===== src/rtl/audio_arbiter_pkg.sv =====
// Shared encodings for the audio arbiter: tracks, FSM states, effect IDs.
package audio_arbiter_pkg;

  localparam int NOTE_SILENT = 0;

  typedef enum logic [1:0] {
    TRK_INIT = 2'd0,
    TRK_PLAY = 2'd1,
    TRK_WIN  = 2'd2,
    TRK_LOSS = 2'd3
  } track_e;

  typedef enum logic [1:0] {
    ST_IDLE = 2'd0,
    ST_BGM  = 2'd1,
    ST_SFX  = 2'd2,
    ST_HOLD = 2'd3
  } state_e;

  // Ordered so that a numerically larger ID has higher priority.
  typedef enum logic {
    SFX_HIT  = 1'b0,
    SFX_MISS = 1'b1
  } sfx_e;

  // WIN and LOSS play once and then hold silence; INIT and PLAY loop.
  function automatic logic is_one_shot(input track_e t);
    return (t == TRK_WIN) || (t == TRK_LOSS);
  endfunction

endpackage


===== src/rtl/audio_arbiter_note_rom.sv =====
// Combinational note table: background melodies per track and short effect jingles.
module audio_note_rom
  import audio_arbiter_pkg::*;
#(
  parameter int NOTE_W = 5,
  parameter int IDX_W  = 4
) (
  input  logic              is_sfx,
  input  track_e            track,
  input  sfx_e              effect,
  input  logic [IDX_W-1:0]  idx,
  output logic [NOTE_W-1:0] note
);

  logic [7:0] bgm_s;

  // Melodies are an arithmetic walk mod 23, which leaves the odd rest (code 0) in a track.
  always_comb begin
    bgm_s = (8'(track) * 8'd5 + 8'(idx) * 8'd3 + 8'd1) % 8'd23;
    if (is_sfx) begin
      if (effect == SFX_MISS) begin
        note = NOTE_W'(8'd8 - 8'(idx));
      end else begin
        note = NOTE_W'(8'd24 + 8'(idx));
      end
    end else begin
      note = NOTE_W'(bgm_s);
    end
  end

endmodule


===== src/rtl/audio_arbiter.sv =====
// Arbitrates the tone generator between looping/one-shot background music and
// two prioritised sound effects, stepping notes on the tempo beat.
module audio_arbiter
  import audio_arbiter_pkg::*;
#(
  parameter int TRACK_LEN = 16,
  parameter int SFX_LEN   = 4,
  parameter int NOTE_W    = 5
) (
  input  logic              clk,
  input  logic              rst,
  input  logic [3:0]        music_req,
  input  logic              sfx_hit,
  input  logic              sfx_miss,
  input  logic              beat_tick,
  output logic [NOTE_W-1:0] note_code,
  output logic              note_valid,
  output logic [1:0]        cur_track,
  output logic              sfx_active,
  output logic              track_done
);

  localparam int IDX_W = $clog2(TRACK_LEN);
  localparam int POS_W = IDX_W + 1;
  localparam int CNT_W = $clog2(SFX_LEN + 1);
  localparam logic [POS_W-1:0]  POS_ZERO = POS_W'(0);
  localparam logic [POS_W-1:0]  POS_ONE  = POS_W'(1);
  localparam logic [POS_W-1:0]  POS_LAST = POS_W'(TRACK_LEN - 1);
  localparam logic [POS_W-1:0]  POS_END  = POS_W'(TRACK_LEN);
  localparam logic [CNT_W-1:0]  CNT_ZERO = CNT_W'(0);
  localparam logic [CNT_W-1:0]  CNT_ONE  = CNT_W'(1);
  localparam logic [CNT_W-1:0]  CNT_FULL = CNT_W'(SFX_LEN);
  localparam logic [IDX_W-1:0]  IDX_ZERO = IDX_W'(0);
  localparam logic [NOTE_W-1:0] SILENT   = NOTE_W'(NOTE_SILENT);

  state_e             state_r, saved_state_r;
  track_e             cur_track_r, pend_track_r;
  sfx_e               fx_r;
  logic [POS_W-1:0]   pos_r;
  logic [CNT_W-1:0]   cnt_r;
  logic               pend_r, pend_tone_r;
  logic [NOTE_W-1:0]  note_r;
  logic               note_valid_r, sfx_active_r, track_done_r;

  logic               req_valid_s;
  track_e             req_track_s;
  sfx_e               fx_req_id_s;
  logic               fx_take_s;
  state_e             bg_state_s;
  logic               apply_s, apply_tone_s;
  logic [NOTE_W-1:0]  bg_note_s, fx_note_s;
  logic [IDX_W-1:0]   fx_idx_s;

  state_e             step_state_s;
  track_e             step_track_s;
  logic [POS_W-1:0]   step_pos_s;
  logic [NOTE_W-1:0]  step_note_s;
  logic               step_done_s;

  state_e             state_nx_s, saved_nx_s;
  track_e             track_nx_s;
  sfx_e               fx_nx_s;
  logic [POS_W-1:0]   pos_nx_s;
  logic [CNT_W-1:0]   cnt_nx_s;
  logic [NOTE_W-1:0]  note_nx_s;
  logic               done_nx_s, active_nx_s, pend_nx_s;

  // Anything other than exactly one request bit is a request for silence.
  always_comb begin
    req_valid_s = 1'b1;
    req_track_s = TRK_INIT;
    case (music_req)
      4'b0001: req_track_s = TRK_INIT;
      4'b0010: req_track_s = TRK_PLAY;
      4'b0100: req_track_s = TRK_WIN;
      4'b1000: req_track_s = TRK_LOSS;
      default: req_valid_s = 1'b0;
    endcase
  end

  assign fx_req_id_s  = sfx_miss ? SFX_MISS : SFX_HIT;
  assign fx_take_s    = (sfx_hit | sfx_miss) && ((state_r != ST_SFX) || (fx_req_id_s >= fx_r));
  assign bg_state_s   = (state_r == ST_SFX) ? saved_state_r : state_r;
  assign apply_s      = pend_r && (state_r != ST_SFX);
  assign apply_tone_s = apply_s && pend_tone_r;
  assign fx_idx_s     = fx_take_s ? IDX_ZERO : IDX_W'(CNT_FULL - cnt_r + CNT_ONE);

  audio_note_rom #(.NOTE_W(NOTE_W), .IDX_W(IDX_W)) u_bg_rom (
    .is_sfx (1'b0),
    .track  (apply_tone_s ? pend_track_r : cur_track_r),
    .effect (SFX_HIT),
    .idx    (apply_tone_s ? IDX_ZERO : pos_r[IDX_W-1:0]),
    .note   (bg_note_s)
  );

  audio_note_rom #(.NOTE_W(NOTE_W), .IDX_W(IDX_W)) u_fx_rom (
    .is_sfx (1'b1),
    .track  (TRK_INIT),
    .effect (fx_take_s ? fx_req_id_s : fx_r),
    .idx    (fx_idx_s),
    .note   (fx_note_s)
  );

  // One background beat; also used on the beat that ends an effect, where pending changes wait.
  always_comb begin
    step_state_s = bg_state_s;
    step_track_s = cur_track_r;
    step_pos_s   = pos_r;
    step_note_s  = SILENT;
    step_done_s  = 1'b0;
    if (apply_s) begin
      if (pend_tone_r) begin
        step_state_s = ST_BGM;
        step_track_s = pend_track_r;
        step_note_s  = bg_note_s;
        step_pos_s   = POS_ONE;
      end else begin
        step_state_s = ST_IDLE;
        step_pos_s   = POS_ZERO;
      end
    end else begin
      case (bg_state_s)
        ST_BGM: begin
          if (is_one_shot(cur_track_r) && (pos_r == POS_END)) begin
            step_state_s = ST_HOLD;
            step_done_s  = 1'b1;
          end else begin
            step_note_s = bg_note_s;
            if (!is_one_shot(cur_track_r) && (pos_r == POS_LAST)) begin
              step_pos_s = POS_ZERO;
            end else begin
              step_pos_s = pos_r + POS_ONE;
            end
          end
        end
        ST_HOLD: step_done_s = 1'b1;
        default: step_done_s = 1'b0;
      endcase
    end
  end

  // Top-level FSM: effect start/restart beats everything, then beat-driven stepping.
  always_comb begin
    state_nx_s = state_r;
    saved_nx_s = saved_state_r;
    track_nx_s = cur_track_r;
    pos_nx_s   = pos_r;
    cnt_nx_s   = cnt_r;
    fx_nx_s    = fx_r;
    note_nx_s  = note_r;
    done_nx_s  = track_done_r;
    if (fx_take_s) begin
      state_nx_s = ST_SFX;
      saved_nx_s = bg_state_s;
      fx_nx_s    = fx_req_id_s;
      cnt_nx_s   = CNT_FULL;
      note_nx_s  = fx_note_s;
      done_nx_s  = 1'b0;
    end else if (beat_tick) begin
      if ((state_r == ST_SFX) && (cnt_r > CNT_ONE)) begin
        cnt_nx_s  = cnt_r - CNT_ONE;
        note_nx_s = fx_note_s;
      end else begin
        state_nx_s = step_state_s;
        track_nx_s = step_track_s;
        pos_nx_s   = step_pos_s;
        note_nx_s  = step_note_s;
        done_nx_s  = step_done_s;
        cnt_nx_s   = CNT_ZERO;
      end
    end else begin
      cnt_nx_s = cnt_r;
    end
  end

  // Pending change is judged against the background context as it will be after this edge.
  always_comb begin
    active_nx_s = (state_nx_s == ST_SFX) ? (saved_nx_s != ST_IDLE) : (state_nx_s != ST_IDLE);
    if (req_valid_s) begin
      pend_nx_s = !active_nx_s || (req_track_s != track_nx_s);
    end else begin
      pend_nx_s = active_nx_s;
    end
  end

  // State, context and registered outputs.
  always_ff @(posedge clk or posedge rst) begin
    if (rst) begin
      state_r       <= ST_IDLE;
      saved_state_r <= ST_IDLE;
      cur_track_r   <= TRK_INIT;
      pend_track_r  <= TRK_INIT;
      fx_r          <= SFX_HIT;
      pos_r         <= POS_ZERO;
      cnt_r         <= CNT_ZERO;
      pend_r        <= 1'b0;
      pend_tone_r   <= 1'b0;
      note_r        <= SILENT;
      note_valid_r  <= 1'b0;
      sfx_active_r  <= 1'b0;
      track_done_r  <= 1'b0;
    end else begin
      state_r       <= state_nx_s;
      saved_state_r <= saved_nx_s;
      cur_track_r   <= track_nx_s;
      pend_track_r  <= req_track_s;
      fx_r          <= fx_nx_s;
      pos_r         <= pos_nx_s;
      cnt_r         <= cnt_nx_s;
      pend_r        <= pend_nx_s;
      pend_tone_r   <= req_valid_s;
      note_r        <= note_nx_s;
      note_valid_r  <= (note_nx_s != SILENT);
      sfx_active_r  <= (state_nx_s == ST_SFX);
      track_done_r  <= done_nx_s;
    end
  end

  assign note_code  = note_r;
  assign note_valid = note_valid_r;
  assign cur_track  = cur_track_r;
  assign sfx_active = sfx_active_r;
  assign track_done = track_done_r;

endmodule


===== config.mk =====
export PLATFORM = sky130hd
export DESIGN_NAME = audio_arbiter
export DESIGN_NICKNAME = d
export VERILOG_FILES = /design/src/rtl/audio_arbiter_pkg.sv /design/src/rtl/audio_arbiter_note_rom.sv /design/src/rtl/audio_arbiter.sv
export SDC_FILE = /design/constraint.sdc
export NUM_CORES = 1
export LEC_CHECK = 0
export CELL_PAD_IN_SITES_DETAIL_PLACEMENT = 0
export CELL_PAD_IN_SITES_GLOBAL_PLACEMENT = 1
export CORE_AREA = 2 2 65 97
export CTS_BUF_LIST = sky130_fd_sc_hd__clkbuf_2 sky130_fd_sc_hd__clkbuf_4 sky130_fd_sc_hd__clkbuf_8
export DETAILED_ROUTE_END_ITERATION = 8
export DIE_AREA = 0 0 67 99
export GPL_TIMING_DRIVEN = 0
export PLACE_DENSITY = 0.8
export SLEW_MARGIN = 20
export SYNTH_ARGS = -nofsm -noshare
export SYNTH_HDL_FRONTEND = slang
export SYNTH_SLANG_ARGS = --single-unit

===== constraint.sdc =====
create_clock -name clk -period 8 [get_ports clk]
set_input_delay 0.8 -clock clk [delete_from_list [all_inputs] [get_ports clk]]
set_output_delay 0.8 -clock clk [all_outputs]
set_load 0.005 [all_outputs]

# Word-level counts from Yosys, hierarchy flattened
# Cells that the tools add are included.
# W data, S select, Z words.
[word_totals]
ff_bits = 27
word_cells = 109
[classes]
n_addsub = 8
mul = 2
n_div = 1
magnitude_cmp = 2
eq_ne = 16
muxes = 45
bitwise_logic = 3
reduce_logical = 19
[op_table]
columns = ["operator", "n"]
rows = [
  ["$mux W5", 12],
  ["$mux W2", 14],
  ["$mux W1", 12],
  ["$eq A2 B2 Y1 const B", 5],
  ["$mux W3", 3],
  ["$add A8 B1 Y8 const B", 1],
  ["$mod A8 B5 Y8 const B", 1],
  ["$mux W4", 2],
  ["$reduce_bool A2 Y1", 4],
  ["$add A5 B6 Y7", 1],
  ["$logic_and A1 B1 Y1", 6],
  ["$mul A4 B2 Y6 const B", 1],
  ["$ne A2 B2 Y1 const B", 3],
  ["$pmux W2 S3", 1],
  ["$add A5 B1 Y5 const B", 1],
  ["$add A5 B4 Y5 const A", 1],
  ["$eq A5 B4 Y1 const B", 1],
  ["$eq A5 B5 Y1 const B", 1],
  ["$mul A2 B3 Y5 const B", 1],
  ["$reduce_and A5 Y1", 1],
  ["$reduce_bool A5 Y1", 1],
  ["$sub A4 B4 Y5 const A", 1],
  ["$add A4 B1 Y4 const B", 1],
  ["$eq A4 B1 Y1 const B", 1],
  ["16 further kinds", 20],
]

# Depth between registers and ports, before layout
# Gate-level depths: netlist of the first run.
[depth]
word_depth = 15
ltp_mapped = 29
depth_no_buf = 28

# Modules after synthesis
# A second synthesis of the first run with hierarchy kept.
[unflattened]
hier_cells = 476
area_unflattened_um2 = 3931.3
[modules_own_cells]
columns = ["mod", "instances", "cells_each", "area_per_inst_um2", "seq_area_each_um2"]
rows = [
  ["audio_note_rom", 2, 153, 1132.3, 0.0],
  ["audio_arbiter", 1, 170, 1666.6, 675.6],
]

# Least setup slack after synthesis of the first run
# OpenSTA, ideal clock, no wires.
[synth_timing]
kind = "reg2reg"
startpoint = "register state_r[0]"
endpoint = "register note_valid_r, in the netlist note_valid"
setup_ns = 0.139
arrival_ns = 6.256
required_ns = 7.861
path_slack_ns = 1.605
stages_incl_launch_ff = 29
synth_period_minus_slack_ns = 6.395
cell_sequence = "dfrtp_1 -> inv_1 -> nand2_1 -> nand3_1 -> mux2_2 -> ha_1 -> a31o_2 -> fa_1 -> ha_1 -> xor2_2 -> nor3_1 -> a211o_1 -> o211ai_1 -> a21boi_2 -> ha_1 -> inv_1 -> a211oi_1 -> o211a_1 -> o31a_1 -> a211o_1 -> xor2_1 -> ha_1 -> o31ai_1 -> nor2_1 -> or4_1 -> o41ai_1 -> a211oi_1 -> o21ai_1 -> or4_1"
[synth_between]
elab_chain_len = 15
elab_cells_between_ends = 29
cone_classes = "add/sub: 4; mul: 2; div: 1; eq/ne: 3; mux: 13; reduce/logical: 6"
[synth_lines]
columns = ["item", "line_no", "text"]
rows = [
  ["start: declaration", "audio_arbiter.sv:36", "state_e state_r, saved_state_r;"],
  ["start signal: assignment", "audio_arbiter.sv:203", "state_r <= state_nx_s;"],
  ["$ne A2 B2 Y1", "audio_arbiter.sv:82, audio_arbiter.sv:84", ""],
  ["$logic_and A1 B1 Y1", "audio_arbiter.sv:84", "assign apply_s = pend_r && (state_r != ST_SFX);"],
  ["$logic_and A1 B1 Y1", "audio_arbiter.sv:85", "assign apply_tone_s = apply_s && pend_tone_r;"],
  ["$mux W4 or $mux W2 (tied branches)", "audio_arbiter.sv:92, audio_arbiter.sv:90", ""],
  ["$mul A4 B2 Y6 or $mul A2 B3 Y5 (tied branches)", "audio_arbiter_note_rom.sv:19", "bgm_s = (8'(track) * 8'd5 + 8'(idx) * 8'd3 + 8'd1) % 8'd23;"],
  ["$add A5 B6 Y7", "audio_arbiter_note_rom.sv:19", ""],
  ["$add A8 B1 Y8", "audio_arbiter_note_rom.sv:19", ""],
  ["$mod A8 B5 Y8", "audio_arbiter_note_rom.sv:19", ""],
  ["$mux W5", "audio_arbiter.sv:124", "if (is_one_shot(cur_track_r) && (pos_r == POS_END)) begin"],
  ["$mux W5", "audio_arbiter.sv:122", "case (bg_state_s)"],
  ["$mux W5", "audio_arbiter.sv:111", "if (apply_s) begin"],
  ["$mux W5", "audio_arbiter.sv:160", "if ((state_r == ST_SFX) && (cnt_r > CNT_ONE)) begin"],
  ["$mux W5", "audio_arbiter.sv:159", "end else if (beat_tick) begin"],
  ["$mux W5 *", "audio_arbiter.sv:152", "if (fx_take_s) begin"],
  ["$reduce_bool A5 Y1 *", "audio_arbiter.sv:213", "note_valid_r <= (note_nx_s != SILENT);"],
  ["end signal: assignment", "audio_arbiter.sv:213", ""],
  ["end: declaration", "audio_arbiter.sv:43", "logic note_valid_r, sfx_active_r, track_done_r;"],
]
# Every way passes the cells marked *; elsewhere a longest branch is shown, timed or not.
# A chain may end at the register's enable or synchronous reset.

# Worst setup path in the final report of the first run
# Same ends and word-level chain as after synthesis.

==> impl_metrics.toml, run 1 <==
[status]
status = "completed"

[logic_synthesis]
syn_nets = 356
yosysWarnings = 0
synth-edff-count = 0
synth.cell_area_um2 = 2590
synthTopCellsByArea = "dfrtp_1 (26%), ha_1 (11%), a21oi_1 (5.6%)"
synth_cell_type_count = 58
synth_ff_type = "dfrtp_1"
synth_area_per_cell_um2 = 8.02
ys_ff_latch = 27
synthCells = 323
seq_area_frac_synth_pct = 26.1
synth.most_common_cell = "nor2_1"
synth_largest_area_cell = "dfrtp_1"
synthTopCellsByCount = "nor2_1 (34), a21oi_1 (29), nand2_1 (29)"
netlist.area_leader.share_pct = 26.1
synthArstFlopShare_pct = 100

[floorplan]
ios = 19
die_h_um = 99
die_width_um = 67
row_count = 34
core_um2 = 5790
die_area_um2 = 6630
start_util_pct = 44.8

[setup_path]
cp_slowest_stage_delay_ns = 0.53
cp.buffers_inverters = 2
ff2ff_path_depth = 28
path_depth = 28
crit_type = "reg -> reg"
worstPathMaxFanout = 10
critPathCaptureType = "flop"
start_kind = "flop"
worst_ep_required_time_ns = 8.15
regToRegEndpoint = "note_valid$_DFF_PP0_"
endpoint = "note_valid$_DFF_PP0_"
rr_startpoint = "state_r[0]$_DFF_PP0_"
slowest_stage = "fa_1"
crit_family = "compound AO/OA/AOI/OAI gates"
crit_arrival_ns = 7.57
critical-path-top-cell-by-count = "ha_1"
r2r_slack_ns = 0.59
startpoint = "state_r[0]$_DFF_PP0_"

[clock_network]
cts.sinks = 27
insertion_delay_ns = 0.28
cts_buffer_depth = 2
path_clk_slew_ns = 0.10
cts.htree.levels = 1
cts-buffers-inserted = 3
root_buffer = "clkbuf_8"
cts_tree = "yes"

[grt]
grt_start_max_net_pins = 28
grt_pass1_wl_mm = 10.7
track_usage_pct = 20.4
overflow = 0
grt_pass1_vias = 2372
antenna_found_initial = 0

[detailed_routing]
route.vias.total = 2459
totalWireLength_mm = 6.29
dr.pass1.iters = 4
drcViolationCount = 0
detail-route-antenna-nets = 0
first_iter_violations = 134
via_per_inst = 5.90
routedWlPerCell_um = 15.1

[timing]
tns_ns = 0
worst_pin_slew_ns = 0.630
fin_crit_ns = 7.41
relSlewSlack_pct = 57.7
rsz0062_at_grt = "false"
fin_crit_sh_pct = 92.7
worst_clock_skew_ns = 0.00671
finalHoldViolCount = 0
max_freq_mhz = 135
slew_violations = 0
setup_viol = 0

[placed_design]
dpl.hpwl_mm = 4.98
place.gp.congestion = 0.795
post_dp_cell_area_um2 = 2860
portBuffers = 18

[cells_and_area]
drive_gt1_share_pct = 6.09
finalNetCount = 379
syn_to_final_growth_pct = 12.4
diodes = 0
postLayoutCellArea_um2 = 2910

[worst_hold_path]
hp-class = "reg -> reg"

[job]
cap_viol_max_count = 0
[stage by stage]
| step | setup WS [ns] | std cells | utilization [%] | hold slack (ns) |
|---|---|---|---|---|
| 6_report | 0.585 | 417 | 50.3 | 0.553 |
| 5_1_grt | 0.0765 | 417 | 50.3 | 0.588 |
| 4_1_cts | 0.472 | 417 | 50.3 | 0.556 |
| 3_5_place_dp | 0.501 | 413 | 49.4 | 0.529 |
| 3_3_place_gp | 0.516 | 413 | 49.4 | 0.516 |
| 2_1_floorplan | 1.61 | 323 | - | 0.501 |
[worst min-delay path by stage]
stage                                 startpoint                      to  slack, ns  depth (start not counted)
after detailed placement  track_done$_DFFE_PP0P_  track_done$_DFFE_PP0P_       0.53                          2
after global placement    track_done$_DFFE_PP0P_  track_done$_DFFE_PP0P_       0.52                          2
after global routing        pos_r[4]$_DFFE_PP0P_    pos_r[4]$_DFFE_PP0P_       0.59                          1
final                     track_done$_DFFE_PP0P_  track_done$_DFFE_PP0P_       0.55                          2
after CTS                 track_done$_DFFE_PP0P_  track_done$_DFFE_PP0P_       0.56                          2
after floorplan             pos_r[2]$_DFFE_PP0P_    pos_r[2]$_DFFE_PP0P_       0.50                          1
[area by class of cell]
type | instances | area, um2
Buffer | 6 | 23.8
Clock buffer | 4 | 48.8
Fill cell | 614 | 2870
Inverter | 16 | 60.1
Multi-Input combinational cell | 274 | 1830
Sequential cell | 27 | 676
Tap cell | 72 | 90.1
Timing Repair Buffer | 18 | 180
[kinds of logic (layout without fill, tap and decap cells)]
logic type | after synthesis | after routing | share of synthesized area, %
AOI/OAI and AO/OA | 113 | 113 | 28.9
muxes | 6 | 6 | 2.56
buffers and inverters | 22 | 44 | 3.24
DFF | 27 | 27 | 26.1
and+or+nand+nor | 115 | 115 | 21.4
adders and majority gates | 24 | 24 | 12.2
xor gates and xnor gates | 16 | 16 | 5.70
[repair_timing]
action	4_1_cts	5_1_grt
resized for setup	0	1
buffers inserted	0	0
endpoints found under the setup margin	0	1
hold buffers	0	0
[sequential cells by signal (all words and copies together), names as in the netlist, 2 cells and up]
| name | cells |
|---|---|
| note_code | 5 |
| pos_r | 5 |
| pend_track_r | 2 |
| saved_state_r | 2 |
| cnt_r | 3 |
| cur_track | 2 |
| state_r | 2 |
[tightest hold or removal path: cells and delay by family (launching register included)]
family,cells,cell delay (ns)
flops,1,0.37
simple gates,1,0.08
compound gates,1,0.07
[cells in the final DEF, fill, tap and decap left out, drive strengths merged, types with 3 or more instances in the layout]
| cell | Yosys | routed |
|---|---|---|
| nand3 | 9 | 9 |
| o21ai | 27 | 27 |
| o31ai | 3 | 3 |
| nand2 | 29 | 29 |
| clkbuf | 5 | 9 |
| nand4b | 3 | 3 |
| o41ai | 3 | 3 |
| o21a | 3 | 3 |
| a21oi | 30 | 30 |
| a31oi | 8 | 8 |
| a211oi | 6 | 6 |
| ha | 22 | 22 |
| nor3 | 13 | 13 |
| a211o | 3 | 3 |
| clkdlybuf4s50 | 0 | 18 |
| mux2 | 5 | 5 |
| nand2b | 4 | 4 |
| o211ai | 5 | 5 |
| dfrtp | 27 | 27 |
| or2 | 4 | 4 |
| nor2 | 34 | 34 |
| xnor2 | 12 | 12 |
| and2 | 6 | 6 |
| xor2 | 4 | 4 |
| inv | 16 | 16 |
[per-layer routing]
metal / vias up / track usage (%) / part of all wire (%)
met5: - / 0 / 0
met4: 0 / 7.38 / 2.3
met3: 13 / 1.60 / 2.9
met2: 45 / 36.8 / 52
met1: 1152 / 24.7 / 43
li1: 1249 / - / -
Power of run 1 is left out: the tool's default activity adds up to more than one toggle a clock period on the data nets, which glitch-free logic cannot reach.
==> run 2, diff against run 1 <==
- CAP_MARGIN: unset -> 25
==> impl_metrics.toml, run 2 (synthesized netlist as in run 1, its figures left out) <==
[status]
status = "completed"

[clock_network]
cts_tree = "yes"
cts_post_setup_buffers_inserted = 0
cts.htree.levels = 1
root_buffer = "clkbuf_8"
path_clk_slew_ns = 0.09
cts.sinks = 27
cts_buffer_depth = 2
insertion_delay_ns = 0.27
cts-buffers-inserted = 3

[cells_and_area]
syn_to_final_growth_pct = 13.2
layout_commonest_cell = "nor2_1"
postLayoutCellArea_um2 = 2930
finalNetCount = 380
finalNonFillerCells = 418
drive_gt1_share_pct = 5.78
mostFrequentLayoutCells = "nor2_1 (34), nand2_1 (29), a21oi_1 (29)"
diodes = 0

[timing]
worst_pin_slew_ns = 0.633
worst_clock_skew_ns = 0.00258
worst_slack_ns = 0.544
rsz0062_at_grt = "false"
fin_crit_sh_pct = 93.2
relSlewSlack_pct = 57.8
tns_ns = 0
fin_crit_ns = 7.46
finalHoldViolCount = 0
setup_viol = 0
slew_violations = 0
max_freq_mhz = 134

[grt]
overflow = 0
grt_busiest_layer = "met2"
grt_pass1_vias = 2419
use_met3_pct = 1.83
track_usage_pct = 20.4
use_met2_pct = 38.1
antenna_found_initial = 0
grt_start_max_net_pins = 16
grt_use_met1_pct = 23.4
grt_pass1_wl_mm = 10.7

[floorplan]
core_um2 = 5790
ios = 19
die_area_um2 = 6630
row_count = 34
die_h_um = 99
die_width_um = 67
start_util_pct = 44.8

[setup_path]
slowest_stage = "dfrtp_1"
crit_arrival_ns = 7.60
worst_ep_required_time_ns = 8.15
critical-path-top-cell-by-count = "ha_1"
worstPathMaxFanout = 10
crit_type = "reg -> reg"
cp_slowest_stage_delay_ns = 0.43
start_kind = "flop"
critPathCaptureType = "flop"

[placed_design]
post_dp_cell_area_um2 = 2880
dp_slack_ns = 0.494
place.gp.congestion = 0.795
portBuffers = 18
dpl.hpwl_mm = 5.06
placed_cells = 414

[detailed_routing]
first_iter_violations = 101
totalWireLength_mm = 6.26
drcViolationCount = 0
via_per_inst = 5.96
routedWlPerCell_um = 15.0
dr.pass1.iters = 4
route.vias.total = 2490
detail-route-antenna-nets = 0

[worst_hold_path]
hp-class = "reg -> reg"

[job]
cap_viol_max_count = 0
==> run 2: timing repair <==
| item | in CTS | in global routing |
|---|---|---|
| resized for setup | 0 | 1 |
| endpoints found under the setup margin | 0 | 1 |
| hold buffers | 0 | 0 |
==> run 2: final timing paths <==
| check | depth (start not counted) | start | end | slack (ns) |
|---|---|---|---|---|
| hold reg to reg | 2 | track_done$_DFFE_PP0P_ | track_done$_DFFE_PP0P_ | 0.54 |
| min in group asynchronous | 2 | rst | cur_track[1]$_DFF_PP0_ | 0.90 |
| setup / recovery | 29 | state_r[0]$_DFF_PP0_ | note_valid$_DFF_PP0_ | 0.54 |
| setup reg to reg | 29 | state_r[0]$_DFF_PP0_ | note_valid$_DFF_PP0_ | 0.54 |
| hold / removal | 2 | track_done$_DFFE_PP0P_ | track_done$_DFFE_PP0P_ | 0.54 |
| max in group asynchronous | 3 | rst | note_code[2]$_DFF_PP0_ | 6.60 |
==> run 2: area by class of cell <==
type                       instances  area [um2]
tap                               72        90.1
clock buffer                       4        48.8
inverter                          16        60.1
timing repair buffer              19         195
buffer                             6        23.8
sequential                        27         676
multi-input combinational        274        1840
fill                             623        2850
==> run 2: critical path, delay by kind of cell (launching register included) <==
family                   cells  cell delay [ns]
flip-flops                   1             0.43
multiplexers                 1             0.43
AND/OR/NAND/NOR              7             1.87
AO/OA/AOI/OAI               11             2.35
XOR/XNOR                     2             0.58
buffers and inverters        3             0.34
adder cells (fa/ha/maj)      5             1.31
==> run 2: layer usage <==
| layer | up-vias | wire length, um |
|---|---|---|
| li1 | 1254 | - |
| met1 | 1183 | 2640 |
| met2 | 40 | 3320 |
| met3 | 13 | 165 |
| met4 | 0 | 128 |
| met5 | - | 0 |
==> run 2: through the flow <==
| stage | utilization (%) | hold WS [ns] |
|---|---|---|
| CTS | 50.5 | 0.554 |
| global route | 50.7 | 0.588 |
| detailed placement | 49.7 | 0.527 |
| global placement | 49.4 | 0.516 |
| finish | 50.7 | 0.541 |
| floorplan | - | 0.501 |
Power of run 2 is left out for the same reason.
==> run 3, diff against run 2 <==
- CTS_CLUSTER_DIAMETER: unset -> 100
==> results of run 3 <==
Final layout, timing and power as in run 2 (identical DEF).
Power of run 3 is left out for the same reason.
